File: src/rtl/idecode_pipe.sv
// -----------------------------------------------------------------------------
// idecode_pipe -- pipelined decode stage.
//
// Contents:
//   - a 2-read / 1-write register file (x0 reads as zero)
//   - an immediate extender
//   - operand forwarding
//   - load-use hazard detection
//   - an ID/EX pipeline register with a valid/ready handshake and flush
//
// Optional feature:
//   IDECODE_FWD_EN
//     Defined: EX and MEM results are forwarded into the operands, so only a
//     load in EX stalls a dependent instruction.
//     Undefined: only the WB write-first bypass exists, and any valid EX or
//     MEM producer of a source register stalls the decode.
//
// Ports:
//   clk, rst_n            clock / asynchronous active-low reset
//   id_valid/id_ready     IF/ID -> ID handshake
//   id_pc, id_inst        decoded instruction and its PC
//   id_sext_op            immediate format (0:I 1:S 2:B 3:U 4:J)
//   id_ctrl               opaque controller bundle, carried into ID/EX
//   flush                 kill the ID instruction and the ID/EX contents
//   ex_is_load, ex_rf_we, ex_rd, ex_alu_c   EX-stage producer info
//   mem_rf_we, mem_rd, mem_wdata            MEM-stage producer info
//   wb_we, wb_wsel, wb_wr, wb_alu_c, wb_mem_data, wb_ext, wb_pc4
//                         register-file write port and write-data candidates
//   ex_valid/ex_ready     ID/EX -> EX handshake
//   ex_pc, ex_rd1, ex_rd2, ex_ext, ex_rs1, ex_rs2, ex_rdst, ex_ctrl
//                         registered ID/EX payload
// -----------------------------------------------------------------------------

// Operand select for one read port.
// Priority: x0 -> EX -> MEM -> WB -> register file.
module idecode_opsel #(
  parameter int XLEN = 32,
  parameter int AW   = 5
) (
  input  logic [AW-1:0]   idx,
  input  logic [XLEN-1:0] rf_data,
  input  logic            ex_fwd,
  input  logic [AW-1:0]   ex_rd,
  input  logic [XLEN-1:0] ex_data,
  input  logic            mem_fwd,
  input  logic [AW-1:0]   mem_rd,
  input  logic [XLEN-1:0] mem_data,
  input  logic            wb_fwd,
  input  logic [AW-1:0]   wb_rd,
  input  logic [XLEN-1:0] wb_data,
  output logic [XLEN-1:0] op
);
  always_comb begin
    op = rf_data;
    if (idx == '0)                      op = '0;
    else if (ex_fwd  && ex_rd  == idx)  op = ex_data;
    else if (mem_fwd && mem_rd == idx)  op = mem_data;
    else if (wb_fwd  && wb_rd  == idx)  op = wb_data;
  end
endmodule

module idecode_pipe #(
  parameter int XLEN   = 32,
  parameter int NREG   = 32,
  parameter int CTRL_W = 16,
  localparam int AW    = $clog2(NREG)
) (
  input  logic              clk,
  input  logic              rst_n,
  input  logic              id_valid,
  output logic              id_ready,
  input  logic [XLEN-1:0]   id_pc,
  input  logic [31:0]       id_inst,
  input  logic [2:0]        id_sext_op,
  input  logic [CTRL_W-1:0] id_ctrl,
  input  logic              flush,
  input  logic              ex_is_load,
  input  logic              ex_rf_we,
  input  logic [AW-1:0]     ex_rd,
  input  logic [XLEN-1:0]   ex_alu_c,
  input  logic              mem_rf_we,
  input  logic [AW-1:0]     mem_rd,
  input  logic [XLEN-1:0]   mem_wdata,
  input  logic              wb_we,
  input  logic [1:0]        wb_wsel,
  input  logic [AW-1:0]     wb_wr,
  input  logic [XLEN-1:0]   wb_alu_c,
  input  logic [XLEN-1:0]   wb_mem_data,
  input  logic [XLEN-1:0]   wb_ext,
  input  logic [XLEN-1:0]   wb_pc4,
  output logic              ex_valid,
  input  logic              ex_ready,
  output logic [XLEN-1:0]   ex_pc,
  output logic [XLEN-1:0]   ex_rd1,
  output logic [XLEN-1:0]   ex_rd2,
  output logic [XLEN-1:0]   ex_ext,
  output logic [AW-1:0]     ex_rs1,
  output logic [AW-1:0]     ex_rs2,
  output logic [AW-1:0]     ex_rdst,
  output logic [CTRL_W-1:0] ex_ctrl
);

`ifdef IDECODE_FWD_EN
  localparam bit FWD = 1'b1;
`else
  localparam bit FWD = 1'b0;
`endif

  typedef struct packed {
    logic [XLEN-1:0]   pc;
    logic [XLEN-1:0]   rd1;
    logic [XLEN-1:0]   rd2;
    logic [XLEN-1:0]   ext;
    logic [AW-1:0]     rs1;
    logic [AW-1:0]     rs2;
    logic [AW-1:0]     rdst;
    logic [CTRL_W-1:0] ctrl;
  } idex_t;

  idex_t idex_d, idex_q;
  logic  ex_vld_q;

  // Decode fields.
  logic [1:0][AW-1:0]   rs_idx;
  logic [1:0][XLEN-1:0] op;
  logic [AW-1:0]        rdst;

  assign rs_idx[0] = id_inst[15 +: AW];
  assign rs_idx[1] = id_inst[20 +: AW];
  assign rdst      = id_inst[7 +: AW];

  // Only some instruction bits feed the datapath (opcode/funct are
  // decoded upstream into id_ctrl).
  logic unused_inst;
  assign unused_inst = ^id_inst;

  // WB write data.
  logic [XLEN-1:0] wd;

  always_comb begin
    wd = wb_alu_c;
    case (wb_wsel)
      2'd0: wd = wb_alu_c;
      2'd1: wd = wb_mem_data;
      2'd2: wd = wb_ext;
      2'd3: wd = wb_pc4;
      default: wd = wb_alu_c;
    endcase
  end

  // Register file. Entry 0 is never written, so it stays at its reset
  // value of zero.
  logic [XLEN-1:0] rf [NREG];

  always_ff @(posedge clk or negedge rst_n) begin
    if (!rst_n) begin
      for (int i = 0; i < NREG; i++) rf[i] <= '0;
    end else if (wb_we && wb_wr != '0) begin
      rf[wb_wr] <= wd;
    end
  end

  // Forwarding enables. A load in EX has no data yet, so it never forwards.
  logic ex_fwd, mem_fwd;

  assign ex_fwd  = FWD & ex_vld_q & ex_rf_we & ~ex_is_load;
  assign mem_fwd = FWD & mem_rf_we;

  for (genvar p = 0; p < 2; p++) begin : g_port
    idecode_opsel #(.XLEN(XLEN), .AW(AW)) u_opsel (
      .idx      (rs_idx[p]),
      .rf_data  (rf[rs_idx[p]]),
      .ex_fwd   (ex_fwd),
      .ex_rd    (ex_rd),
      .ex_data  (ex_alu_c),
      .mem_fwd  (mem_fwd),
      .mem_rd   (mem_rd),
      .mem_data (mem_wdata),
      .wb_fwd   (wb_we),
      .wb_rd    (wb_wr),
      .wb_data  (wd),
      .op       (op[p])
    );
  end

  // Immediate extender. The immediate is built at 32 bits, then sign-cast
  // to XLEN.
  logic [31:0] imm32;

  always_comb begin
    imm32 = '0;
    case (id_sext_op)
      3'd0: imm32 = {{20{id_inst[31]}}, id_inst[31:20]};
      3'd1: imm32 = {{20{id_inst[31]}}, id_inst[31:25], id_inst[11:7]};
      3'd2: imm32 = {{19{id_inst[31]}}, id_inst[31], id_inst[7],
                     id_inst[30:25], id_inst[11:8], 1'b0};
      3'd3: imm32 = {id_inst[31:12], 12'b0};
      3'd4: imm32 = {{11{id_inst[31]}}, id_inst[31], id_inst[19:12],
                     id_inst[20], id_inst[30:21], 1'b0};
      default: imm32 = '0;
    endcase
  end

  // Hazard detection. Both source fields are compared regardless of the
  // format; the occasional false stall is cheaper than decoding the format.
  logic ex_match, mem_match, hazard, adv;

  assign ex_match  = (ex_rd != '0) &&
                     (ex_rd == rs_idx[0] || ex_rd == rs_idx[1]);
  assign mem_match = (mem_rd != '0) &&
                     (mem_rd == rs_idx[0] || mem_rd == rs_idx[1]);

  assign hazard = FWD ? (ex_vld_q & ex_is_load & ex_rf_we & ex_match)
                      : ((ex_vld_q & ex_rf_we & ex_match) |
                         (mem_rf_we & mem_match));

  assign adv      = ~ex_vld_q | ex_ready;
  // A flushed ID instruction is dropped, never accepted.
  assign id_ready = ~flush & ~hazard & adv;

  always_comb begin
    idex_d      = '0;
    idex_d.pc   = id_pc;
    idex_d.rd1  = op[0];
    idex_d.rd2  = op[1];
    idex_d.ext  = XLEN'($signed(imm32));
    idex_d.rs1  = rs_idx[0];
    idex_d.rs2  = rs_idx[1];
    idex_d.rdst = rdst;
    idex_d.ctrl = id_ctrl;
  end

  // ID/EX register. Flush kills the valid bit but leaves the payload
  // as it was. On a hazard the stage still advances, inserting a bubble
  // (valid=0) ahead of the stalled instruction.
  always_ff @(posedge clk or negedge rst_n) begin
    if (!rst_n) begin
      ex_vld_q <= 1'b0;
      idex_q   <= '0;
    end else if (flush) begin
      ex_vld_q <= 1'b0;
    end else if (adv) begin
      ex_vld_q <= id_valid & ~hazard;
      idex_q   <= idex_d;
    end
  end

  assign ex_valid = ex_vld_q;
  assign ex_pc    = idex_q.pc;
  assign ex_rd1   = idex_q.rd1;
  assign ex_rd2   = idex_q.rd2;
  assign ex_ext   = idex_q.ext;
  assign ex_rs1   = idex_q.rs1;
  assign ex_rs2   = idex_q.rs2;
  assign ex_rdst  = idex_q.rdst;
  assign ex_ctrl  = idex_q.ctrl;

endmodule

File: config.mk
export PLATFORM = sky130hd
export DESIGN_NAME = idecode_pipe
export DESIGN_NICKNAME = d
export VERILOG_FILES = /design/src/rtl/idecode_pipe.sv
export SDC_FILE = /design/constraint.sdc
export NUM_CORES = 2
export LEC_CHECK = 0
export BUFFER_PORTS_ARGS = -buffer_cell sky130_fd_sc_hd__buf_4
export CORE_ASPECT_RATIO = 0.8
export CORE_MARGIN = 3
export CORE_UTILIZATION = 55
export CTS_CLUSTER_DIAMETER = 40
export DETAILED_ROUTE_END_ITERATION = 16
export PLACE_DENSITY = 0.84
export SYNTH_ARGS = -nofsm -noshare
export SYNTH_HDL_FRONTEND = slang
export SYNTH_SLANG_ARGS = --single-unit
export TNS_END_PERCENT = 50
File: constraint.sdc
create_clock -name clk -period 2 [get_ports clk]
set_clock_uncertainty 0.05 [all_clocks]
set_input_delay 0.1 -clock clk [delete_from_list [all_inputs] [get_ports clk]]
set_output_delay 0.1 -clock clk [all_outputs]
set_load 0.02 [all_outputs]
==> results.sh, run 1 <==
export IMPL_synth_edf_count=0
export IMPL_status="stopped before the end"
export IMPL_worst_endpoint="id_ready"
export IMPL_rows=107
export IMPL_last_stage_reached="global routing (5_1_grt)"
export IMPL_clk_path_buf_depth=3
export IMPL_yosys_register_bits=1184
export IMPL_h_tree_depth=4
export IMPL_ys_warnings_count=0
export IMPL_initial_core_util=0.558
export IMPL_ios=462
export IMPL_gr_usage_all_layers=0.574
export IMPL_preCtsSetupSlack_ns=-0.321
export IMPL_yosysSeqAreaShare=0.496
export IMPL_synthArstFlopShare=1.00
export IMPL_place_gp_congestion=0.966
export IMPL_die_w_um=374
export IMPL_synth_area_um2=59700
export IMPL_synth_cells=5413
export IMPL_die_y_um=301
export IMPL_syn_num_nets=5714
export IMPL_io_buffers=389
export IMPL_grt_start_max_net_pins=91
export IMPL_dp_hpwl_mm=143
export IMPL_clock_sinks=1184
export IMPL_numCtsBuffers=152
export IMPL_cts_root_buf="clkbuf_16"
export IMPL_endpoint_type="primary output"
export IMPL_synth_main_ff_cell="dfrtp_1"
export IMPL_synth_area_per_cell_um2=11.0
export IMPL_error="[ERROR GRT-0232] Routing congestion too high. Check the congestion heatmap in the GUI."
export IMPL_grt_overflow=67
export IMPL_yosysUniqueCellTypes=62
==> stage by stage <==
stage / util / setup TNS, ns / cell area [µm²] / cells / hold slack, ns
2_1_floorplan: - / -0.0888 / 59700 / 5413 / -0.246
3_3_place_gp: 0.632 / -5.52 / 67700 / 7111 / -0.0365
3_5_place_dp: 0.632 / -8.28 / 67700 / 7111 / -0.0390
4_1_cts: 0.700 / -0.800 / 75000 / 7563 / 0.00119
==> cell families after synthesis <==
logic type / Yosys count / share of synthesized area
AOI/OAI and AO/OA: 1427 / 0.135
buffers and inverters: 577 / 0.0418
muxes: 666 / 0.219
and+or+nand+nor: 1529 / 0.103
DFF: 1184 / 0.496
xor gates and xnor gates: 30 / 0.00440
==> cell usage after synthesis, drive strengths merged (6+ instances only) <==
cell type,number,share of area
a22o,33,0.0048
a221o,25,0.0042
nand2,1320,0.083
o211ai,30,0.0038
a21oi,34,0.0028
clkbuf,428,0.027
a211o,13,0.0019
mux2,68,0.013
nor2,40,0.0026
dfrtp,1184,0.50
and3,22,0.0023
nand2b,11,0.0012
mux4,508,0.19
o21ai,1060,0.089
or4,21,0.0026
a22oi,73,0.0092
nand3b,6,0.00075
xor2,16,0.0023
mux2i,90,0.015
o22ai,72,0.0075
a211oi,39,0.0050
and2,7,0.00073
nor4,16,0.0017
o221ai,12,0.0018
nand3,15,0.0013
inv,8,0.00050
nor3,20,0.0017
buf,141,0.014
xnor2,14,0.0021
nor2b,32,0.0034
==> per-layer routing <==
metal / GRT overflow / GRT usage
met3: 2 / 0.502
met1: 0 / 0.560
met4: 37 / 0.510
met5: 2 / 0.381
met2: 26 / 0.693
==> timing repair <==
| action | CTS |
|---|---|
| gates cloned | 2 |
| hold endpoints to repair | 1650 |
| resized for setup | 25 |
| setup buffers | 8 |
| setup endpoints to repair | 38 |
| pin swaps | 14 |
| hold buffers | 166 |
==> inputs of run 2 (changes only) <==
CORE_ASPECT_RATIO = unset   (was 0.8)
CORE_UTILIZATION = 40   (was 55)
CTS_CLUSTER_DIAMETER = unset   (was 40)
PLACE_DENSITY = unset   (was 0.84)
PLACE_DENSITY_LB_ADDON = 0.15   (was unset)
clock period = 2.6 ns   (was 2 ns; I/O delays follow)
==> run 2 against run 1 <==
The flow now finishes without violations. Synthesized area stayed put. Synthesized cell count unchanged.
==> results.sh, run 2 <==
export IMPL_status="completed"
export IMPL_start_kind="flop"
export IMPL_h_tree_depth=4
export IMPL_final_common_cell="nand2_1"
export IMPL_synth_xor_area_frac=0.00440
export IMPL_syn_num_nets=5714
export IMPL_gr_usage_all_layers=0.301
export IMPL_multiInputGateArea_um2=28000
export IMPL_die_y_um=392
export IMPL_rsz0062_at_grt="no"
export IMPL_setup_viol=0
export IMPL_initialDrtViolationCount=5117
export IMPL_drv_slew=0
export IMPL_viasPerCell=6.00
export IMPL_leakage_nw=32.8
export IMPL_synth_area_leader_cell="dfrtp_1"
export IMPL_p_per_area_nw_per_um2=781
export IMPL_synth_cells=5413
export IMPL_synth_area_um2=59700
export IMPL_dieArea_um2=154000
export IMPL_largest_register="rf"
export IMPL_dp_cells=7526
export IMPL_grt_overflow=0
export IMPL_clock_sinks=1184
export IMPL_finalHoldViolations=0
export IMPL_synthArstFlopShare=1.00
export IMPL_fmax_mhz=395
export IMPL_synthMuxAreaShare=0.219
export IMPL_rows=141
export IMPL_vias=47500
export IMPL_fill_cells=13200
export IMPL_critPathKind="reg -> out"
export IMPL_fin_crit_sh=0.973
export IMPL_synth_edf_count=0
export IMPL_synthAdderAreaFrac=0
export IMPL_ir_worst_vdd_uv=524
export IMPL_layout_common_cells="nand2_1, dfrtp_1, o21ai_0"
export IMPL_cts_tree="built"
export IMPL_synthSimpleGateAreaFrac=0.103
export IMPL_grt_pass1_vias=46400
export IMPL_post_dp_cell_area_um2=67300
export IMPL_tightest_slew_ns=1.20
export IMPL_yosys_register_bits=1184
export IMPL_ys_top_cells_by_count="nand2_1, dfrtp_1, o21ai_0"
export IMPL_clk_path_buf_depth=3
export IMPL_finalCriticalPeriod_ns=2.53
export IMPL_die_w_um=392
export IMPL_io_buffers=389
export IMPL_path_clk_slew_ns=0.06
export IMPL_critPathCaptureType="output pin"
export IMPL_initial_core_util=0.403
export IMPL_area_growth_pct=22.8
export IMPL_drc_errors=0
export IMPL_crit_required_ns=2.42
export IMPL_stdcell_count=7906
export IMPL_grt_start_max_net_pins=114
export IMPL_synth_compound_area_frac=0.135
export IMPL_worstPathMaxFanout=5
export IMPL_synth_area_per_cell_um2=11.0
export IMPL_slowest_stage="nor2b_1"
export IMPL_grt_pass1_wl_mm=335
export IMPL_max_slew_margin_rel=0.197
export IMPL_ios=462
export IMPL_cts_root_buf="clkbuf_16"
export IMPL_critPathMaxStageDelay_ns=0.69
export IMPL_reg2reg_slack_ns=0.10
export IMPL_yosysUniqueCellTypes=62
export IMPL_coreArea_um2=148000
export IMPL_path_cells="nor2b_1 > nor2_4 > o21ai_0 > nor2_1 > buf_4"
export IMPL_place_gp_congestion=0.872
export IMPL_final_nets=6169
export IMPL_wl_per_cell_um=29.4
export IMPL_drt_first_pass_iters=7
export IMPL_critPathArrivalTime_ns=2.35
export IMPL_synth_top_area_frac=0.496
export IMPL_wirelength_mm=232
export IMPL_cap_viol_max_count=0
export IMPL_synthMostInstantiatedCell="nand2_1"
export IMPL_clk_latency_ns=0.77
export IMPL_setup_tns_final_ns=0
export IMPL_hold_class="in -> reg"
export IMPL_ys_warnings_count=0
export IMPL_finalInstanceArea_um2=73300
export IMPL_antenna_found_initial=8
export IMPL_synth_main_ff_cell="dfrtp_1"
export IMPL_yosysSeqAreaShare=0.496
export IMPL_netlist_top_cells_area="dfrtp_1, mux4_2, o21ai_0, nand2_1, clkbuf_1"
export IMPL_utilization=0.495
export IMPL_seq_area_um2=29600
export IMPL_hold_ws_ns=0.0428
export IMPL_numCtsBuffers=133
export IMPL_largest_reg_flops=1024
export IMPL_synth_top_family_by_area="multiplexers"
export IMPL_final_layout_size_suffix_gt1_frac=0.270
export IMPL_drtAntennaViolNets=0
export IMPL_dp_hpwl_mm=152
run 2: cell counts after synthesis:
Identical to the previous run, type by type.
run 2: cell type report:
cell class,instances,share of cell area
clock buffers,195,0.0550
flip-flops and latches,1184,0.404
well taps,1930,0.0329
diodes,4,0.000136
repair buffers,889,0.118
multi-input cells,3652,0.381
clock inverters,44,0.00783
inverters,8,0.000409
run 2: worst paths after layout:
path,from,end,depth (start not counted)
hold / removal,wb_ext[9],ex_rd2[9],5
hold reg to reg,rf[996],rf[996],0
setup / recovery,ex_valid,id_ready,5
min in group asynchronous,rst_n,rf[930],3
max in group asynchronous,rst_n,rf[124],3
setup reg to reg,ex_valid,ex_ext[31],7
run 2: where the power goes:
| part | internal [mW] | switching [mW] |
|---|---|---|
| logic | 6.26 | 6.06 |
| clock network | 12.0 | 7.94 |
| registers | 22.1 | 2.87 |
| total | 40.4 | 16.9 |
run 2: worst max-delay path, delay by kind of cell, from the launching register on:
family	cells	cell delay [ns]
flops	1	0.37
buf+inv	1	0.16
simple gates	3	0.90
compound gates	1	0.15
run 2: what timing repair did:
item                                    4_1_cts  5_1_grt
hold buffers                                137        0
hold endpoints to repair                   1387        0
resized for setup                             0        1
endpoints found under the setup margin        0        1
setup buffers                                 0        0
run 2: routing by layer:
layer	up-vias	track usage	wire, µm
met5	-	0	0
met4	0	0.100	8410
met3	415	0.0627	20600
met2	2149	0.473	107000
met1	24400	0.418	95900
li1	20500	-	-
run 2: kinds of logic (layout without fill, tap and decap cells):
group                     Yosys count  in the layout
other                               0              4
and+or+nand+nor                  1529           1529
DFF                              1184           1184
muxes                             666            666
AOI/OAI and AO/OA                1427           1427
buffers and inverters             577           1136
xor gates and xnor gates           30             30
run 2: through the flow:
step | setup WS (ns) | power (mW)
after floorplan | 0.542 | 32.2
after global placement | 0.0749 | 36.8
after detailed placement | 0.0887 | 37.3
after CTS | 0.00666 | 57.4
after global routing | 0.0102 | 59.9
final | 0.0703 | 57.3
No activity file was read; power rests on OpenSTA's default activity.
